### config.mk
export PLATFORM = sky130hd
export DESIGN_NAME = boton_leds_ctrl
export DESIGN_NICKNAME = d
export VERILOG_FILES = /design/src/rtl/boton_leds_ctrl.sv
export SDC_FILE = /design/constraint.sdc
export NUM_CORES = 1
export LEC_CHECK = 0
export CAP_MARGIN = 10
export CORE_MARGIN = 2
export CORE_UTILIZATION = 40
export DETAILED_ROUTE_END_ITERATION = 8
export GPL_TIMING_DRIVEN = 0
export SLEW_MARGIN = 30
export SYNTH_ARGS = -nofsm -noshare
export SYNTH_HDL_FRONTEND = slang
export SYNTH_SLANG_ARGS = --single-unit
export TNS_END_PERCENT = 20
### constraint.sdc
create_clock -name clk -period 1.9 [get_ports clk]
set_input_delay 0.19 -clock clk [delete_from_list [all_inputs] [get_ports clk]]
set_output_delay 0.19 -clock clk [all_outputs]
set_load 0.02 [all_outputs]
### src/rtl/boton_leds_ctrl.sv
// Button front end: 2-FF synchroniser, per-channel debounce FSM, press pulse
// generation and an up/down/clear LED counter driven by the press pulses.
//
// state      | meaning
// -----------+-------------------------------------------------------------
// ST_STABLE  | synchronised level equals btn_db, counter idle at 0
// ST_PENDING | level differs from btn_db, counting consecutive differing cycles
module boton_leds_ctrl #(
    parameter int NUM_BTN    = 2,
    parameter int LED_W      = 4,
    parameter int DEB_CYCLES = 50000
) (
    input  logic               clk,
    input  logic               rst,
    input  logic [NUM_BTN-1:0] btn,
    output logic [NUM_BTN-1:0] btn_db,
    output logic [NUM_BTN-1:0] btn_press,
    output logic [LED_W-1:0]   leds
);

    localparam int CNT_W = $clog2(DEB_CYCLES + 1);
    localparam logic [CNT_W-1:0] CNT_MAX = CNT_W'(DEB_CYCLES);

    typedef enum logic {
        ST_STABLE  = 1'b0,
        ST_PENDING = 1'b1
    } deb_state_e;

    logic [NUM_BTN-1:0] s1_q, s2_q;
    logic [NUM_BTN-1:0] db_q, db_d;
    logic [NUM_BTN-1:0] press_q, press_d;
    logic [LED_W-1:0]   leds_q, leds_d;
    deb_state_e         state_q [NUM_BTN];
    deb_state_e         state_d [NUM_BTN];
    logic [CNT_W-1:0]   cnt_q   [NUM_BTN];
    logic [CNT_W-1:0]   cnt_d   [NUM_BTN];

    always_ff @(posedge clk) begin
        if (rst) begin
            s1_q    <= '0;
            s2_q    <= '0;
            db_q    <= '0;
            press_q <= '0;
            leds_q  <= '0;
            for (int i = 0; i < NUM_BTN; i++) begin
                state_q[i] <= ST_STABLE;
                cnt_q[i]   <= '0;
            end
        end else begin
            s1_q    <= btn;
            s2_q    <= s1_q;
            db_q    <= db_d;
            press_q <= press_d;
            leds_q  <= leds_d;
            for (int i = 0; i < NUM_BTN; i++) begin
                state_q[i] <= state_d[i];
                cnt_q[i]   <= cnt_d[i];
            end
        end
    end

    // Any return to the old level while pending restarts the whole window.
    always_comb begin
        db_d = db_q;
        for (int i = 0; i < NUM_BTN; i++) begin
            state_d[i] = state_q[i];
            cnt_d[i]   = cnt_q[i];
            case (state_q[i])
                ST_STABLE: begin
                    if (s2_q[i] != db_q[i]) begin
                        state_d[i] = ST_PENDING;
                        cnt_d[i]   = CNT_W'(1);
                    end
                end
                ST_PENDING: begin
                    if (s2_q[i] == db_q[i]) begin
                        state_d[i] = ST_STABLE;
                        cnt_d[i]   = '0;
                    end else if (cnt_q[i] == CNT_MAX) begin
                        state_d[i] = ST_STABLE;
                        cnt_d[i]   = '0;
                        db_d[i]    = ~db_q[i];
                    end else begin
                        cnt_d[i] = cnt_q[i] + CNT_W'(1);
                    end
                end
                default: begin
                    state_d[i] = ST_STABLE;
                    cnt_d[i]   = '0;
                end
            endcase
        end
    end

    // Channels 2 and up act as clear; up and down together cancel out.
    always_comb begin
        logic clr;
        clr = 1'b0;
        for (int k = 2; k < NUM_BTN; k++) begin
            clr = clr | press_q[k];
        end
        press_d = db_d & ~db_q;
        leds_d  = leds_q;
        if (clr) begin
            leds_d = '0;
        end else if (press_q[0] && press_q[1]) begin
            leds_d = leds_q;
        end else if (press_q[0]) begin
            leds_d = leds_q + LED_W'(1);
        end else if (press_q[1]) begin
            leds_d = leds_q - LED_W'(1);
        end
    end

    assign btn_db    = db_q;
    assign btn_press = press_q;
    assign leds      = leds_q;

endmodule
==> Word level (Yosys, flattened, before mapping) <==
Memories as Yosys holds them, arrays and structs flattened.
Index checks and enable logic that the tools add are counted.
Widths: inputs -> output; s select.
{ "totals": {"romBits": 0, "register_bits": 12, "ramBits": 34, "input_bits": 4, "elab_cells": 62, "n_memories": 2, "latch_bits": 0, "output_inout_bits": 8} }
{ "classes": {"n_lt_le_gt_ge": 0, "bitwise_logic": 11, "reduce_logical": 3, "shifts": 0, "n_mul": 0, "n_addsub": 4, "div": 0, "eq_ne": 6, "n_mux": 31} }
{ "memory_table": {"columns": ["memory", "words", "width", "read_ports", "rd_clocked_by_memory_dff", "wr", "line_no", "text"], "rows": [
  ["cnt_q", 2, 16, 2, 0, 2, "35", "logic [CNT_W-1:0] cnt_q [NUM_BTN];"],
  ["state_q", 2, 1, 2, 0, 2, "33", "deb_state_e state_q [NUM_BTN];"]
]} }
{ "ops": {"columns": ["cell", "count"], "rows": [
  ["$mux 16", 8],
  ["$pmux 16 s2", 2],
  ["$add 16x1->16 const B", 2],
  ["$eq 16x16->1 const B", 2],
  ["$mux 1", 17],
  ["$mux 4", 2],
  ["$not 1->1", 5],
  ["$add 4x1->4 const B", 1],
  ["$or 1x1->1", 4],
  ["$pmux 1 s2", 2],
  ["$sub 4x1->4 const B", 1],
  ["$and 2x2->2", 1],
  ["$eq 1x1->1", 2],
  ["$ne 1x1->1", 2],
  ["$not 2->2", 1],
  ["$reduce_and 2->1", 1],
  ["$reduce_bool 2->1", 1],
  ["$logic_and 1x1->1", 1]
]} }

==> Logic depth before layout (Yosys ltp) <==
{ "depth": {"word_depth": 5, "depth_mapped": 7} }

==> Worst setup path before layout <==
OpenSTA, ideal clock, no wires.
{ "synth_path": {"path_kind": "reg-to-reg", "from": "mem cnt_q[0][23] (netlist bit)", "to": "mem cnt_q[0][17] (netlist bit)", "required_ns": 1.772, "t_arrival_ns": 1.827, "setup_slack_ns": -0.055, "path_stages_with_launch": 7, "n_path_buf": 2, "synth_period_minus_slack_ns": 1.955, "path_cell_list": "dfxtp_1 > buf_6 > or4b_4 > or4_4 > buf_6 > a32oi_1 > nor2_1"} }
{ "synth_lines": {"columns": ["item", "line_no"], "rows": [
  ["start, declared", "35"]
]} }

==> run summary <==
outcome -> complete, but fails checks
failing checks -> setup timing
Antenna diodes -> 0
share of cells above drive strength 1 -> 0.1877
peak supply drop -> 359.6 uV
number of synthesis warnings -> 0
Setup crit end -> cnt_q[0][29]
Ports -> 12
fin area -> 0.002984 mm^2
Area Overhead vs Synth -> 20.45%
crit start category -> register
Worst-path clk slew -> 0.09 ns
Post-Syn Instances -> 296
EDFF count, synth -> 0
hold crit path type -> input pin to register
Final period util -> 1.045
GPL Wtd Cong -> 0.8363
Pre-antenna DRT Iters -> 5
routed len/inst -> 15.27 um
clock buffer count from CTS -> 5
WHS Path Cells -> 2
R2R Setup Slk -> -0.08 ns
Cell Pwr Density -> 557.4 mW/mm^2
number of remaining DRC errors -> 0
ys async rst share -> 0
register area share after synthesis -> 0.3717
antenna violations before repair -> 0
vias in the first global route -> 2144
setup repair after global routing missed its margin -> yes
max-slew violation count -> 0
clk_skew -> 0.008738 ns
reg2reg end -> cnt_q[0][29]
hold_buf cts -> 0
worst setup margin -> -0.08478 ns
Core Util, Final -> 0.5011
Synth Flop Type -> dfxtp_1
synthesized area -> 0.002477 mm^2
Synth area leaders -> dfxtp_1 (37%), a31oi_1 (7.3%), nand3_1 (4.6%)
CTS root buf -> clkbuf_8
Worst setup EP type -> register
Routed Antenna Nets -> 0
hold slack -> 0.4294 ns
Synth Register Bits -> 46
placed cell areas -> 0.002676 mm^2
clock tree buffer depth -> 2
CP Data Required Time -> 2.08 ns
min Tclk post-route -> 1.985 ns
TNS Setup -> -0.7200 ns
first-pass GRT wire length -> 10060 um
I/O Buffers -> 10
Die Footprint -> 0.006839 mm^2
CTS tree -> done
CTS sink cnt -> 46
Horiz. Die Dim -> 82.70 um
leading area contributor after synthesis -> dfxtp_1
later-pin clock latency in the skew report -> 0.32 ns
Tot GR Track Use -> 0.1897
critical path class -> register to register
chip height -> 82.70 um
final hold violation count -> 0
# H-tree levels -> 2
final WL -> 6106 um
vias -> 2381
most frequent cells after synthesis -> dfxtp_1 (46), a31oi_1 (29), nand3_1 (23), nand2_1 (20), nor2_1 (18)
slew margin rel. -> 0.5316
worst r2r src -> cnt_q[0][29]
top cell type's share of synthesized area -> 0.3717
HPWL Detailed -> 3937 um
row cnt -> 28
Final setup viols -> 17
Critical path origin -> cnt_q[0][29]
Pleak -> 0.9991 nW
CP arrival -> 2.17 ns
largest net degree at the start of global routing -> 16
Distinct cells, synth -> 52
Post-Syn Nets -> 307
top-count cell post-synth -> dfxtp_1
Iter 0 DRT Violations -> 167
Final nets -> 335
Avg Cell Area, Syn -> 8.370 um^2
Reg2Reg Depth -> 5
critical path fanouts, max -> 5
achievable clock frequency -> 503.8 MHz
Initial Utilization -> 0.4160
Core Box Area -> 0.005956 mm^2
Worst Tran Pin Value -> 0.6988 ns
vias per cell -> 5.953
max_cap viols -> 0
Congestion Overflow GR -> 0
[metrics by stage]
step / worst slack, ns / instances / power [mW]
6_report: -0.08478 / 400 / 1.663
5_1_grt: -0.1339 / 400 / 1.722
4_1_cts: -0.05549 / 396 / 1.680
3_5_place_dp: -0.1993 / 381 / 1.063
3_3_place_gp: -0.1815 / 381 / 1.062
2_1_floorplan: 0.009492 / 296 / 1.042
[layout by cell type (no fill, tap or decap), types with 7 or more instances in the layout]
master and count:
dfxtp_1 34, a31oi_1 29, nand3_1 22, nand2_1 19, nor2_1 17, nand4_1 14, inv_1 13, buf_4 12
clkbuf_1 11, clkdlybuf4s50_1 10, dfxtp_2 9, nor2b_1 7, o21ai_0 7
[kinds of logic (layout without fill, tap and decap cells)]
family | Yosys count | in the layout | share of synthesized area
XOR/XNOR | 10 | 10 | 0.03535
AND/OR/NAND/NOR | 135 | 135 | 0.3182
buffers and inverters | 32 | 61 | 0.05656
multiplexers | 5 | 5 | 0.02071
flip-flops | 46 | 46 | 0.3717
AO/OA/AOI/OAI | 61 | 61 | 0.1591
adder cells (fa/ha/maj) | 7 | 7 | 0.03838
[critical path, stage by stage (launching register included)]
cell	delay, ns
dfxtp_2	0.33
or4bb_1	0.53
or4_4	0.62
buf_8	0.16
a31oi_1	0.15
a31oi_1	0.07
[report_power, final]
| part | internal, mW | switching, mW | leakage, nW |
|---|---|---|---|
| clock | 0.259 | 0.361 | 0.0441 |
| sequential | 0.967 | 0.00869 | 0.379 |
| combinational | 0.0245 | 0.0432 | 0.576 |
[registers in the layout (all words and copies together) (netlist names)]
signal and flops:
s1_q 2, s2_q 2, btn_db 2, cnt_q 32, state_q 2, leds 4, btn_press 2
[layout make-up]
type                       count  area, um^2
buffer                        17       92.59
clock buffer                   5       68.82
clock inverter                 3       21.27
fill                         595        2972
inverter                      13       48.80
multi-input combinational    218        1496
sequential                    46       943.4
tap                           75       93.84
timing repair buffer          23       219.0
[repair_timing]
item,in CTS,in global routing
buffers inserted,7,4
endpoints found under the setup margin,33,32
resized for setup,28,16
pin swaps,6,4
cloned,1,1
[metal layers]
metal | GRT usage | wire [um] | up-vias
met3 | 0.03261 | 253 | 11
met1 | 0.2585 | 3003 | 1134
met4 | 0.08033 | 104 | 0
met5 | 0 | 0 | -
met2 | 0.2952 | 2745 | 67
li1 | - | - | 1169
[how the worst min path moves through the flow]
stage                     slack, ns  endpoint    start
after global placement         0.44   s2_q[1]  s1_q[1]
final                          0.43   s1_q[1]   btn[1]
after detailed placement       0.43   s2_q[0]  s1_q[0]
after floorplan                0.32   s1_q[0]   btn[0]
after global routing           0.43   s1_q[0]   btn[0]
after CTS                      0.41   leds[3]      rst
No activity file was read; power rests on OpenSTA's default activity.
